File: config.mk
export PLATFORM = sky130hd
export DESIGN_NAME = sd_join_atomic
export DESIGN_NICKNAME = d
export VERILOG_FILES = /design/src/rtl/sd_join_pkg.sv /design/src/rtl/sd_join_lane.sv /design/src/rtl/sd_join_atomic.sv
export SDC_FILE = /design/constraint.sdc
export NUM_CORES = 1
export LEC_CHECK = 0
export ABC_AREA = 1
export BUFFER_PORTS_ARGS = -buffer_cell sky130_fd_sc_hd__buf_2
export CORE_ASPECT_RATIO = 1.2
export CORE_UTILIZATION = 50
export DETAILED_ROUTE_END_ITERATION = 7
export PLACE_DENSITY = 0.75
export SLEW_MARGIN = 10
export SYNTH_ARGS = -nofsm -noshare
export SYNTH_HDL_FRONTEND = slang
export SYNTH_SLANG_ARGS = --single-unit
File: constraint.sdc
create_clock -name clk -period 2.15 [get_ports clk]
set_clock_uncertainty 0.1 [all_clocks]
set_input_delay 0.215 -clock clk [delete_from_list [all_inputs] [get_ports clk]]
set_output_delay 0.215 -clock clk [all_outputs]
set_load 0.03 [all_outputs]
File: src/rtl/sd_join_pkg.sv
// sd_join_pkg
// Shared types and constants for the srdy/drdy join block and its lane buffers.
//   laneCount_t        - occupancy of one lane buffer (0..2)
//   SD_JOIN_LANE_DEPTH - number of entries per lane buffer
//   laneFull()         - true when a lane buffer cannot accept another word
package sd_join_pkg;

  localparam int SD_JOIN_LANE_DEPTH = 2;

  typedef logic [1:0] laneCount_t;

  // A lane is full once its count reaches the buffer depth.
  function automatic logic laneFull(input laneCount_t count);
    return (count == laneCount_t'(SD_JOIN_LANE_DEPTH));
  endfunction

endpackage

File: src/rtl/sd_join_lane.sv
// sd_join_lane
// Two-entry buffer for one input lane of the join. The ready output is a
// register that depends only on occupancy, so downstream ready can never
// ripple combinationally back to the source.
// Ports:
//   clk         clock
//   rst         synchronous active-low reset
//   srdy_i      source valid for this lane
//   data_i      source word for this lane
//   drdy_o      registered ready (buffer not full, low during reset)
//   pop_i       remove the head entry (only asserted when nonEmpty_o)
//   headData_o  oldest buffered word
//   nonEmpty_o  at least one word is buffered
module sd_join_lane
  import sd_join_pkg::*;
#(
  parameter int width = 32
) (
  input  logic             clk,
  input  logic             rst,
  input  logic             srdy_i,
  input  logic [width-1:0] data_i,
  output logic             drdy_o,
  input  logic             pop_i,
  output logic [width-1:0] headData_o,
  output logic             nonEmpty_o
);

  logic [width-1:0] mem_q [SD_JOIN_LANE_DEPTH];
  logic             wptr_q;
  logic             rptr_q;
  laneCount_t       count_q;
  laneCount_t       count_d;
  logic             ready_q;
  logic             ready_d;
  logic             push;

  // A word is taken only while the registered ready is high, which already
  // guarantees there is room for it.
  assign push       = srdy_i & ready_q;
  assign nonEmpty_o = (count_q != laneCount_t'(0));
  assign headData_o = mem_q[rptr_q];
  assign drdy_o     = ready_q;

  // Next occupancy: a simultaneous push and pop leaves the count unchanged.
  // Ready is derived from the next count so that it is registered yet still
  // reflects the buffer state in the very next cycle.
  always_comb begin
    count_d = count_q + laneCount_t'(push) - laneCount_t'(pop_i);
    ready_d = ~laneFull(count_d);
  end

  // Pointer, count and ready state. Ready stays low for the whole reset and
  // rises only at the first clock edge that sees reset released.
  always_ff @(posedge clk) begin
    if (!rst) begin
      wptr_q  <= 1'b0;
      rptr_q  <= 1'b0;
      count_q <= '0;
      ready_q <= 1'b0;
    end else begin
      if (push) begin
        wptr_q <= ~wptr_q;
      end
      if (pop_i) begin
        rptr_q <= ~rptr_q;
      end
      count_q <= count_d;
      ready_q <= ready_d;
    end
  end

  // Storage is written only on an accepted push, so unknown source data on
  // idle cycles never enters the buffer.
  always_ff @(posedge clk) begin
    if (push) begin
      mem_q[wptr_q] <= data_i;
    end
  end

endmodule

File: src/rtl/sd_join_atomic.sv
// sd_join_atomic
// Joins join_cnt independent srdy/drdy lanes into one output beat built from
// one word of every lane. A beat is loaded only when all lanes hold a word,
// and then every lane pops exactly once. Lane buffers and the output register
// keep p_drdy away from c_drdy, breaking mirror/join combinational loops.
// Ports:
//   clk     clock
//   rst     synchronous active-low reset
//   c_srdy  per-lane source valid
//   c_drdy  per-lane registered ready
//   c_data  lane i word at [i*width +: width]
//   p_srdy  registered output valid
//   p_drdy  consumer ready
//   p_data  registered joined beat, lane i word at [i*width +: width]
module sd_join_atomic
  import sd_join_pkg::*;
#(
  parameter int join_cnt = 2,
  parameter int width    = 32
) (
  input  logic                      clk,
  input  logic                      rst,
  input  logic [join_cnt-1:0]       c_srdy,
  output logic [join_cnt-1:0]       c_drdy,
  input  logic [join_cnt*width-1:0] c_data,
  output logic                      p_srdy,
  input  logic                      p_drdy,
  output logic [join_cnt*width-1:0] p_data
);

  logic [join_cnt-1:0]       nonEmpty;
  logic [join_cnt*width-1:0] headFlat;
  logic                      load;
  logic                      outVld_q;
  logic                      outVld_d;
  logic [join_cnt*width-1:0] outData_q;
  logic [join_cnt*width-1:0] outData_d;

  // One buffer per lane; each lane's head lands directly in its slot of the
  // flattened vector, so the concatenation is pure wiring.
  for (genvar i = 0; i < join_cnt; i++) begin : gLane
    sd_join_lane #(
      .width(width)
    ) uLane (
      .clk        (clk),
      .rst        (rst),
      .srdy_i     (c_srdy[i]),
      .data_i     (c_data[i*width +: width]),
      .drdy_o     (c_drdy[i]),
      .pop_i      (load),
      .headData_o (headFlat[i*width +: width]),
      .nonEmpty_o (nonEmpty[i])
    );
  end

  // A beat is loaded when every lane has a word and the output register is
  // either empty or being drained this cycle. Otherwise a consumed beat just
  // clears the valid; the data register holds its last value.
  always_comb begin
    load      = (&nonEmpty) & (~outVld_q | p_drdy);
    outVld_d  = outVld_q;
    outData_d = outData_q;
    if (load) begin
      outVld_d  = 1'b1;
      outData_d = headFlat;
    end else if (p_drdy & outVld_q) begin
      outVld_d = 1'b0;
    end
  end

  // Output register; reset discards any pending beat and zeroes the data.
  always_ff @(posedge clk) begin
    if (!rst) begin
      outVld_q  <= 1'b0;
      outData_q <= '0;
    end else begin
      outVld_q  <= outVld_d;
      outData_q <= outData_d;
    end
  end

  assign p_srdy = outVld_q;
  assign p_data = outData_q;

endmodule

## Yosys cells after proc, flatten, opt, wreduce, memory -nomap -nowiden

Memories as Yosys holds them, arrays and structs flattened. A register that Yosys moved wholly into a read port is not among the register bits.
Cells that the tools add are included.

| storage, ports and cells | value |
|---|---|
| register bits after elaboration | 11 |
| bits in writable memories | 128 |
| input bits | 69 |
| output and inout port bits | 67 |
| logic and storage cells | 41 |
| memories | 2 |

| cells by class | value |
|---|---|
| $add $sub $neg | 4 |
| eq/ne operators | 2 |
| multiplexer cells | 6 |
| bitwise operators | 12 |
| reductions and logical operators | 6 |

Memories:

| name | depth | bits a word | rd ports | clocked after memory_dff | wr ports | RTL line | RTL |
|---|---|---|---|---|---|---|---|
| gLane[0].uLane.mem_q | 2 | 32 | 1 | 1 | 1 | sd_join_lane.sv:29 | `logic [width-1:0] mem_q [SD_JOIN_LANE_DEPTH];` |
| gLane[1].uLane.mem_q | 2 | 32 | 1 | 1 | 1 | sd_join_lane.sv:29 |  |

Operators with widths:

| operator | number |
|---|---|
| NOT 1 bit | 7 |
| 2-to-1 mux 1 bit | 6 |
| nonzero test 2 bit | 3 |
| adder 2 x 1 -> 2 bit | 2 |
| AND 1 bit | 4 |
| == test 2 bit, second input constant | 2 |
| subtractor 2 x 1 -> 2 bit | 2 |
| logical NOT 1 bit | 2 |
| AND reduction 2 bit | 1 |
| OR 1 bit | 1 |

## Longest topological paths before layout

Gate-level depths: netlist of run 1.

| logic depth | value |
|---|---|
| depth after elaboration | 6 |
| mapped depth | 13 |
| gate-level depth less buffers | 11 |

## Hierarchy

A second synthesis of run 1 with hierarchy kept.

| unflattened totals | value |
|---|---|
| cells, all modules | 701 |
| area, all modules | 8438.1 µm² |

By module, submodules not included:

| module | times used | cells an instance | area each (µm²) | seq. area each (µm²) |
|---|---|---|---|---|
| sd_join_lane | 2 | 137 | 2726.4 | 2042.0 |
| sd_join_atomic | 1 | 427 | 2985.4 | 1301.2 |

## Worst setup path after synthesis of run 1

Ideal clock, no wire load.

| path | value |
|---|---|
| path type | register to register |
| from | register gLane[0].uLane.ready_q |
| to | memory gLane[0].uLane.mem_q[1][0] (enable) |
| setup time | 423 ps |
| data arrival time | 1774 ps |
| data required time | 1627 ps |
| path slack | -147 ps |
| stages on the path, launching flop included | 3 |
| path buffers | 0 |
| period minus slack after synthesis | 2297 ps |
| cell sequence | dfxtp_1 > nand2_1 > nor2_1 |

| on the way | value |
|---|---|
| cells in the longest elaborated chain, start to end | 3 |

Ends and longest elaborated chain:

| what | RTL line | RTL |
|---|---|---|
| start, declared | sd_join_lane.sv:34 | `logic ready_q;` |
| start signal, assigned | sd_join_lane.sv:69 | `ready_q <= ready_d;` |
| AND 1 bit | sd_join_lane.sv:40 | `assign push = srdy_i & ready_q;` |
| 2-to-1 mux 1 bit | sd_join_lane.sv:76 | `if (push) begin` |
| 2-to-1 mux 1 bit (implied by the code) | sd_join_lane.sv:77 | `mem_q[wptr_q] <= data_i;` |
| end, declared | sd_join_lane.sv:29 |  |

Every way passes these cells.

## Worst setup path after layout of run 1

| path | value |
|---|---|
| from | input p_drdy |
| to | register gLane[0].uLane.ready_q |

| on the way | value |
|---|---|
| cells in the longest elaborated chain, start to end | 5 |

Ends and longest elaborated chain:

| what | RTL line | RTL |
|---|---|---|
| start, declared | sd_join_atomic.sv:27 | `input logic p_drdy,` |
| OR 1 bit | sd_join_atomic.sv:60 | `load = (&nonEmpty) & (~outVld_q \| p_drdy);` |
| AND 1 bit | sd_join_atomic.sv:60 |  |
| named net gLane[0].uLane.pop_i | sd_join_lane.sv:24 | `input logic pop_i,` |
| subtractor 2 x 1 -> 2 bit | sd_join_lane.sv:49 | `count_d = count_q + laneCount_t'(push) - laneCount_t'(pop_i);` |
| == test 2 bit | sd_join_pkg.sv:14 | `return (count == laneCount_t'(SD_JOIN_LANE_DEPTH));` |
| NOT 1 bit | sd_join_lane.sv:50 | `ready_d = ~laneFull(count_d);` |

The timed path passes the listed nets, and every way through them passes these cells.
A chain may end at the register's enable or synchronous reset.

==> reports/summary.log, run 1 <==
qor: power_and_ir_drop.power.ir.vdd_worst 0.820 mV
qor: routing.postRouteWirelength 14900 um
qor: sta.hold_viol 0
qor: grt.grt_max_degree 134
qor: setup_path.worstPathArrival 2020 ps
qor: setup_path.crit_required 2420 ps
qor: setup_path.reg2reg_setup_slack 500 ps
qor: outcome.outcome finished clean
qor: worst_hold_path.holdPathStages 3
qor: die.initial_core_util 51.7%
qor: worst_hold_path.hold_path.class input pin to flip-flop
qor: sta.tightestPinTransition 618 ps
qor: power_and_ir_drop.p_switching 4.64 mW
qor: finish.drive_gt1_share 17.9%
qor: clocking.post-cts-setup-buffer-count 0
qor: power_and_ir_drop.share_comb_of_total_power 32.9%
qor: power_and_ir_drop.leakage 4.75 nW
qor: logic_synthesis.synth.yosys.seq_area_share 68.6%
qor: finish.finish.net_count 1085
qor: power_and_ir_drop.sw_share 36.2%
qor: placed_design.dpl.hpwl 8660 um
qor: routing.iter_0_drt_violations 213
qor: clocking.cts_made_buffers 20
qor: placed_design.port_buffer_cells 135
qor: sta.rsz_0062_raised_after_global_routing no
qor: routing.detailedRoute.firstPassIterationCount 5
qor: power_and_ir_drop.cell_internal_pwr 8.20 mW
qor: routing.drt_drc_violations_left 0
qor: power_and_ir_drop.total_power 12.8 mW
qor: sta.timing.final.max_slew_violations 0
qor: logic_synthesis.syn_area 7800 um2
qor: sta.slew_headroom 58.8%
qor: clocking.clkTransAtPathRegs 60 ps
qor: clocking.cts-root-to-sink-buffers 3
qor: clocking.tritoncts yes
qor: die.floorplan.die.width 116 um
qor: logic_synthesis.postSynthNetCount 890
qor: die.ios 136
qor: grt.grt_pass1_vias 5172
qor: routing.routedWlPerCell 12.1 um
qor: logic_synthesis.avgSynthCellArea 9.54 um2
qor: power_and_ir_drop.p_clk_share 25.2%
qor: flow_run.maxCapViolCount 0
qor: routing.antenna_left 0
qor: die.placement_rows 49
qor: placed_design.globalplace.congestion 0.719
qor: setup_path.worst-path-max-fanout 2
qor: routing.total_via_count_after_detailed_routing 5558
qor: die.die_h 139 um
qor: clocking.insertion_delay 470 ps
qor: grt.globalRouteTotalUtil 18.6%
qor: clocking.h-tree-depth 1
qor: sta.post-route-min-period 1750 ps
qor: finish.leading_cell_type_in_the_layout_fill_and_taps_excluded nand2_1
qor: clocking.clkSinkCount 203
qor: finish.area_growth_syn_to_layout 26.9%
qor: power_and_ir_drop.share_seq_of_total_power 41.9%
qor: clocking.clockRootBuffer clkbuf_16
qor: sta.final.period_utilization 81.3%
qor: logic_synthesis.synthCells 817
qor: grt.global_route_wire_length_before_repair 23800 um
qor: die.core_region_area 15100 um2
qor: finish.layout_common_cells 341 x nand2_1, 135 x buf_2, 134 x nor2_1, 128 x edfxtp_1, 78 x inv_1
qor: power_and_ir_drop.power.density 1300 nW/um2
qor: sta.timing.fmax 572 MHz
qor: setup_path.timing.critical_path.to_type flip-flop
qor: logic_synthesis.synth_warnings 0
qor: logic_synthesis.yosysUniqueCellTypes 16
qor: setup_path.r2r_cells 10
qor: sta.worst_hold_slack 87.7 ps
qor: die.floorplan.die_area 16100 um2
qor: grt.grt_antenna_before_repair 1
qor: routing.avgViaCountPerCell 4.52
qor: sta.setup_viol_count_final 0
qor: setup_path.start_kind input pin
qor: logic_synthesis.number_of_synthesized_register_bits 203
qor: grt.globalRoute.totalOverflow 0
qor: setup_path.worst-setup-path-type input pin to flip-flop
qor: sta.totalNegativeSetupSlack 0 ps
[power groups by stage]
stage / sequential, mW / clock, mW / combinational (mW)
after floorplan: 6.28 / 0 / 2.35
after global placement: 5.44 / 0 / 4.07
after detailed placement: 5.46 / 0 / 4.16
after CTS: 5.38 / 3.32 / 4.28
after global routing: 5.47 / 3.44 / 4.78
final: 5.38 / 3.23 / 4.22
[synth_stat cells]
cell type,instances,share of area (%)
ha_1,4,0.64
a21oi_1,3,0.19
buf_2,23,1.5
nand3b_1,2,0.19
nand2_1,341,16
clkbuf_1,6,0.29
dfxtp_1,75,19
inv_2,5,0.24
nor2_1,138,6.6
buf_4,2,0.19
nor3_1,2,0.13
inv_1,78,3.8
nand3_2,1,0.13
buf_6,7,1.0
edfxtp_1,128,49
nand3_1,2,0.13
[area by class of cell]
cell class                 count  area (um2)
multi-input combinational    493        1950
clock inverter                 5        26.3
antenna                        1        2.50
sequential                   203        5350
timing repair buffer         211        1420
inverter                      83         312
clock buffer                  30         589
fill                        1189        5180
tap                          204         255
[worst max-delay path, cell delays in order]
cell	delay, ps
dlygate4sd3_1	540
buf_2	120
inv_1	40
nand2_1	90
nand3_4	120
inv_1	70
ha_1	270
inv_1	40
ha_1	180
nand3b_1	190
nand3_1	100
nand2_1	50
[logic make-up (layout without fill, tap and decap cells)]
family	count (synthesis)	after routing	share of synthesized area [%]
AO/OA/AOI/OAI	3	3	0.193
adder cells (fa/ha/maj)	4	4	0.642
buffers and inverters	121	329	6.97
flip-flops	203	203	68.6
other	0	1	0
AND/OR/NAND/NOR	486	486	23.6
[stage by stage]
stage	utilization, %	std cells	area, um2	setup WS (ps)
after detailed placement	57.2	1129	8630	487
after global placement	57.2	1129	8630	531
after floorplan	-	817	7810	121
after CTS	65.6	1229	9890	431
after global routing	65.6	1230	9900	266
final	65.6	1230	9900	402
[routing by layer]
layer	global-route usage, %	part of all wire [%]	routed length, um	up-vias
met5	0	0	0	-
met4	5.26	1.6	232	0
met3	3.54	5.2	773	17
met2	33.5	51	7530	135
met1	22.3	43	6370	2516
li1	-	-	-	2890
[registers in the layout (all words and copies together) (netlist names)]
name / count
gLane.uLane.drdy_o: 2
gLane.uLane.rptr_q: 2
p_data: 64
gLane.uLane.wptr_q: 2
gLane.uLane.mem_q: 128
gLane.uLane.count_q: 4
p_srdy: 1
[repair_timing]
action                    4_1_cts  5_1_grt
hold buffers                   65        0
hold endpoints to repair      129        0
gates resized for setup         0        0
[final timing paths]
path | start | endpoint
setup / recovery | p_drdy | gLane[0].uLane.drdy_o
hold / removal | rst | p_data[41]
setup reg to reg | gLane[1].uLane.count_q[1] | gLane[0].uLane.drdy_o
hold reg to reg | p_data[48] | p_data[48]
Note: power is estimated with default switching activity, not from simulation.
==> run 2: changes to the inputs <==
Clock period 2.15 ns to 1.6 ns, I/O delays scaled along.
==> run 2 against run 1 <==
  * The flow now finishes with violations (negative setup slack)
  * Clock power increased by 38%
  * Global-route usage grew 1.1 points
  * Final cell count increased by 0.57%
  * Total power up 38%
  * Count of clock-buffer cells in the layout increased by 6
  * Sequential power rose by 35%
  * Register-to-register slack worse by 500 ps
  * Cell area grew 2.2%
  * First-iteration DRC count decreased by 24%
  * Sequential cell count stayed put
  * Sequential share of layout area is 1.1 points lower
  * Critical path type unchanged
==> reports/summary.log, run 2 (synthesis gave the netlist of run 1 again) <==
qor: grt.grt_pass1_vias 5523
qor: die.initial_core_util 51.7%
qor: placed_design.place_worst_setup_slack 21.3 ps
qor: sta.hold_viol 0
qor: finish.registers.top_by_ff_count gLane.uLane.mem_q
qor: power_and_ir_drop.leakage 4.81 nW
qor: sta.final.period_utilization 101%
qor: worst_hold_path.holdPathStages 5
qor: finish.area_growth_syn_to_layout 29.8%
qor: die.placement_rows 49
qor: worst_hold_path.hold_path.class input pin to flip-flop
qor: clocking.post-cts-setup-buffer-count 0
qor: outcome.outcome finished with violations
qor: routing.postRouteWirelength 15500 um
qor: grt.global_route_wire_length_before_repair 25200 um
qor: setup_path.worst-path-max-fanout 2
qor: routing.iter_0_drt_violations 161
qor: power_and_ir_drop.cell_internal_pwr 11.4 mW
qor: routing.detailedRoute.firstPassIterationCount 4
qor: outcome.violations_in_the_final_reports negative setup slack
qor: clocking.clockRootBuffer clkbuf_16
qor: setup_path.timing.rr.end gLane[1].uLane.count_q[1]
qor: setup_path.timing.critical_path.to_type flip-flop
qor: power_and_ir_drop.power.density 1760 nW/um2
qor: grt.grt_max_degree 134
qor: placed_design.port_buffer_cells 135
qor: routing.total_via_count_after_detailed_routing 5612
qor: placed_design.placedCellCount 1134
qor: worst_hold_path.hold_path_startpoint c_srdy[1]
qor: die.die_h 139 um
qor: clocking.tritoncts yes
qor: clocking.clkSinkCount 203
qor: flow_run.maxCapViolCount 0
qor: clocking.clkTransAtPathRegs 60 ps
qor: power_and_ir_drop.p_switching 6.41 mW
qor: power_and_ir_drop.sw_share 36.1%
qor: die.core_region_area 15100 um2
qor: setup_path.crit_required 1890 ps
qor: die.floorplan.die.width 116 um
qor: finish.layout.cell_area.non_filler 10100 um2
qor: finish.layout_common_cells 332 x nand2_1, 135 x buf_2, 134 x nor2_1, 128 x edfxtp_1, 74 x inv_1
qor: grt.globalRouteTotalUtil 19.7%
qor: sta.slew_headroom 64.4%
qor: sta.postLayoutSetupSlackWorst -8.55 ps
qor: placed_design.globalplace.congestion 0.735
qor: sta.tightestPinTransition 535 ps
qor: setup_path.r2r_cells 9
qor: finish.finish.net_count 1091
qor: sta.rsz_0062_raised_after_global_routing yes
qor: die.ios 136
qor: grt.globalRoute.totalOverflow 0
qor: setup_path.reg2reg_setup_slack 0 ps
qor: power_and_ir_drop.share_seq_of_total_power 40.9%
qor: clocking.cts_made_buffers 20
qor: clocking.cts-root-to-sink-buffers 3
qor: worst_hold_path.worst_min_delay_path_endpoint gLane[1].uLane.wptr_q
qor: routing.drt_drc_violations_left 0
qor: power_and_ir_drop.share_comb_of_total_power 34.0%
qor: setup_path.worst-setup-path-type input pin to flip-flop
qor: power_and_ir_drop.power.ir.vdd_worst 1.26 mV
qor: routing.avgViaCountPerCell 4.54
qor: finish.largest_register_ffs 128
qor: grt.grt_antenna_before_repair 1
qor: sta.timing.fmax 622 MHz
qor: routing.routedWlPerCell 12.5 um
qor: clocking.h-tree-depth 1
qor: sta.post-route-min-period 1610 ps
qor: finish.leading_cell_type_in_the_layout_fill_and_taps_excluded nand2_1
qor: placed_design.dpl.hpwl 8870 um
qor: power_and_ir_drop.p_clk_share 25.1%
qor: finish.drive_gt1_share 19.9%
qor: setup_path.start_kind input pin
qor: finish.finish.cell_count_without_fillers 1237
qor: die.floorplan.die_area 16100 um2
qor: placed_design.placed_area 8770 um2
qor: sta.timing.final.max_slew_violations 0
qor: setup_path.regToRegStartpoint gLane[1].uLane.count_q[1]
qor: sta.setup_viol_count_final 1
qor: routing.antenna_left 0
qor: clocking.insertion_delay 480 ps
qor: setup_path.worstPathArrival 1900 ps
run 2: what timing repair did:
item | in CTS | in global routing
resized for setup | 0 | 16
setup endpoints to repair | 0 | 39
endpoints found under the hold margin | 139 | 0
hold buffers | 66 | 0
run 2: cell type report:
type	instances	area, um2
tap	204	255
fill	1149	4960
multi-input combinational	493	2000
inverter	83	314
timing repair buffer	217	1560
clock buffer	36	632
antenna	1	2.50
sequential	203	5350
run 2: critical path: stages:
cell and delay, ps:
dlygate4sd3_1 530, buf_2 120, inv_2 50, nand2_4 60, nand3_4 120, inv_4 50, ha_1 260, inv_1 40
ha_2 160, nand3b_1 170, a21oi_1 180
run 2: how the worst max path moves through the flow:
| stage | from | endpoint | slack, ps | cells after the start |
|---|---|---|---|---|
| 2_1_floorplan | gLane[0].uLane.drdy_o | gLane[0].uLane.mem_q[1][0] | -170 | 2 |
| 3_3_place_gp | gLane[0].uLane.count_q[1] | gLane[0].uLane.drdy_o | 70 | 10 |
| 3_5_place_dp | gLane[0].uLane.count_q[1] | gLane[0].uLane.drdy_o | 20 | 10 |
| 4_1_cts | gLane[0].uLane.count_q[1] | gLane[0].uLane.drdy_o | 0.7 | 10 |
| 5_1_grt | gLane[1].uLane.count_q[1] | gLane[1].uLane.count_q[1] | -80 | 9 |
| 6_report | p_drdy | gLane[1].uLane.count_q[1] | -9 | 11 |
run 2: power groups by stage:
| stage | sequential [mW] | clock (mW) | combinational [mW] |
|---|---|---|---|
| 6_report | 7.26 | 4.47 | 6.03 |
| 3_3_place_gp | 7.31 | 0 | 5.63 |
| 4_1_cts | 7.24 | 4.57 | 5.91 |
| 2_1_floorplan | 8.45 | 0 | 3.19 |
| 3_5_place_dp | 7.34 | 0 | 5.74 |
| 5_1_grt | 7.37 | 4.76 | 6.82 |
run 2: layer usage:
| metal | wire length, um | up-vias | track usage [%] |
|---|---|---|---|
| met5 | 0 | - | 0 |
| li1 | - | 2902 | - |
| met1 | 6170 | 2549 | 22.5 |
| met3 | 873 | 21 | 3.54 |
| met2 | 8190 | 140 | 37.0 |
| met4 | 263 | 0 | 5.53 |
run 2: per-stage QoR:
step / hold slack [ps] / util, % / TNS, ps / power [mW]
finish: 137 / 67.1 / -8.55 / 17.8
floorplan: 159 / - / -21820 / 11.6
CTS: 141 / 66.7 / 0 / 17.7
detailed placement: 252 / 58.1 / 0 / 13.1
global route: 168 / 67.1 / -205 / 18.9
global placement: 247 / 58.1 / 0 / 12.9
==> run 3: changes to the inputs <==
==> constraint.sdc (replaced) <==
create_clock -name clk -period 1.6 [get_ports clk]
set_clock_uncertainty 0.1 [all_clocks]
set_input_delay 0.08 -clock clk [delete_from_list [all_inputs] [get_ports clk]]
set_output_delay 0.08 -clock clk [all_outputs]
set_load 0.03 [all_outputs]
==> run 3 against run 2 <==
  * Largest cell class unchanged
  * Critical path type is now flip-flop to flip-flop
  * Sequential cell count is the same
  * Critical endpoint is now gLane[1].uLane.drdy_o
  * Cell area up 0.22%
  * Highest routed layer unchanged
  * Worst hold slack lost 71 ps
  * The flow now finishes without violations
==> reports/summary.log, run 3 (synthesis gave the netlist of run 1 again) <==
qor: routing.total_via_count_after_detailed_routing 5644
qor: sta.post-route-min-period 1590 ps
qor: setup_path.regToRegStartpoint gLane[0].uLane.count_q[0]
qor: worst_hold_path.hold_path.class input pin to flip-flop
qor: finish.num_antenna_cells 0
qor: finish.drive_gt1_share 19.6%
qor: placed_design.dpl.hpwl 8950 um
qor: die.placement_rows 49
qor: routing.postRouteWirelength 15400 um
qor: grt.globalRouteTotalUtil 19.9%
qor: setup_path.worst-path-max-fanout 2
qor: routing.detailedRoute.firstPassIterationCount 6
qor: die.die_h 139 um
qor: clocking.clockRootBuffer clkbuf_16
qor: clocking.clkSinkCount 203
qor: grt.grt_max_degree 134
qor: clocking.insertion_delay 480 ps
qor: setup_path.timing.rr.end gLane[1].uLane.drdy_o
qor: setup_path.worstPathArrival 1860 ps
qor: finish.area_growth_syn_to_layout 30.1%
qor: routing.antenna_left 0
qor: sta.timing.final.max_slew_violations 0
qor: finish.fillCellCount 1160
qor: die.initial_core_util 51.7%
qor: setup_path.timing.critical_path.to_type flip-flop
qor: routing.avgViaCountPerCell 4.56
qor: finish.seq_area 5350 um2
qor: setup_path.worst-path-buf-inv 3
qor: finish.finish.net_count 1093
qor: finish.registers.top_by_ff_count gLane.uLane.mem_q
qor: setup_path.max_stage_delay 310 ps
qor: worst_hold_path.worst_min_delay_path_endpoint gLane[1].uLane.wptr_q
qor: finish.layout_common_cells 338 x nand2_1, 135 x buf_2, 134 x nor2_1, 128 x edfxtp_1, 75 x inv_1
qor: grt.grt_antenna_before_repair 0
qor: sta.worst_hold_slack 66.5 ps
qor: sta.rsz_0062_raised_after_global_routing yes
qor: sta.final.period_utilization 99.5%
qor: die.core_region_area 15100 um2
qor: setup_path.path_delay_family simple AND/OR/NAND/NOR gates
qor: worst_hold_path.holdPathStages 5
qor: finish.largest_register_ffs 128
qor: sta.setup_viol_count_final 0
qor: finish.leading_cell_type_in_the_layout_fill_and_taps_excluded nand2_1
qor: finish.finish.cell_count_without_fillers 1238
qor: power_and_ir_drop.leakage 4.83 nW
qor: setup_path.path_cells inv_2, nand2_2, nand3_4, inv_4, ha_1, inv_1, ha_2, nand3b_1, nand3_1, nand2_1
qor: clocking.cts-root-to-sink-buffers 3
qor: sta.tightestPinTransition 588 ps
qor: clocking.clkTransAtPathRegs 60 ps
qor: grt.global_route_wire_length_before_repair 25400 um
qor: die.ios 136
qor: routing.iter_0_drt_violations 201
qor: grt.grt_pass1_vias 5516
qor: sta.timing.fmax 628 MHz
qor: power_and_ir_drop.power.ir.vdd_worst 1.15 mV
qor: setup_path.critPathSlowestCell dfxtp_2
qor: placed_design.placedCellCount 1135
qor: clocking.tritoncts yes
qor: setup_path.start_kind flip-flop
qor: grt.globalRoute.totalOverflow 0
qor: placed_design.globalplace.congestion 0.742
qor: routing.drt_drc_violations_left 0
qor: setup_path.crit_required 1870 ps
qor: power_and_ir_drop.total_power 17.9 mW
qor: sta.hold_viol 0
qor: worst_hold_path.hold_path_startpoint c_srdy[1]
qor: setup_path.worst-setup-path-type flip-flop to flip-flop
qor: outcome.outcome finished clean
qor: flow_run.maxCapViolCount 0
qor: sta.slew_headroom 60.8%
qor: setup_path.reg2reg_setup_slack 7 ps
qor: routing.routedWlPerCell 12.5 um
qor: power_and_ir_drop.power.density 1770 nW/um2
qor: placed_design.port_buffer_cells 135
qor: finish.multi_input_comb_area 1990 um2
qor: clocking.h-tree-depth 1
qor: clocking.cts_made_buffers 20
qor: die.floorplan.die_area 16100 um2
qor: setup_path.r2r_cells 10
qor: die.floorplan.die.width 116 um
[run 3: changes by cell type in the layout (fill, tap and decap cells not counted), sizes merged]
cell	previous run	this run
diode	1	0
clkinv	0	2
clkbuf	36	31
bufinv	0	2
buf	151	153
clkinvlp	0	1
[run 3: worst max-delay path by stage]
stage	startpoint	endpoint	slack, ps	cells past startpoint
detailed placement	gLane[0].uLane.count_q[1]	gLane[1].uLane.drdy_o	30	10
CTS	gLane[1].uLane.count_q[0]	gLane[1].uLane.drdy_o	7	10
global route	gLane[0].uLane.count_q[0]	gLane[0].uLane.drdy_o	-60	10
global placement	gLane[0].uLane.count_q[1]	gLane[0].uLane.drdy_o	80	10
floorplan	gLane[0].uLane.drdy_o	gLane[0].uLane.mem_q[1][0]	-170	2
finish	gLane[0].uLane.count_q[0]	gLane[1].uLane.drdy_o	7	10
[run 3: layout make-up]
cell class | instances | area share, %
clock buffer | 31 | 5.75
clock inverter | 5 | 0.740
inverter | 83 | 3.10
multi-input combinational | 493 | 19.6
sequential | 203 | 52.8
tap | 204 | 2.52
timing repair buffer | 219 | 15.5
[run 3: timing repair]
item,in CTS,in global routing
resized for setup,3,8
endpoints found under the hold margin,140,0
setup buffers,0,1
hold buffers,66,0
pin swaps,0,5
gates cloned,0,0
endpoints found under the setup margin,1,12
[run 3: power breakdown]
part / switching [mW] / leakage, nW / internal (mW)
Combinational: 4.11 / 2.72 / 1.90
Sequential: 0.472 / 1.79 / 6.80
Clock: 1.83 / 0.314 / 2.83
[run 3: metal layers]
layer | wire length, um | GRT usage (%)
met5 | 0 | 0
met4 | 363 | 6.34
met3 | 674 | 3.54
met2 | 8220 | 37.7
met1 | 6170 | 21.9
[run 3: metrics by stage]
stage / util [%] / area, um2 / setup slack, ps / setup TNS (ps)
4_1_cts: 67.0 / 10100 / 6.91 / 0
3_3_place_gp: 58.2 / 8780 / 78.1 / 0
2_1_floorplan: - / 7830 / -173 / -21820
5_1_grt: 67.2 / 10100 / -57.1 / -413
3_5_place_dp: 58.2 / 8780 / 26.0 / 0
6_report: 67.2 / 10100 / 7.47 / 0
[run 3: worst register-to-register path, stage by stage, from the launching register on]
cell      delay (ps)
dfxtp_2          310
inv_2             70
nand2_2           60
nand3_4          110
inv_4             50
ha_1             270
inv_1             40
ha_2             160
nand3b_1         170
nand3_1           90
nand2_1           50
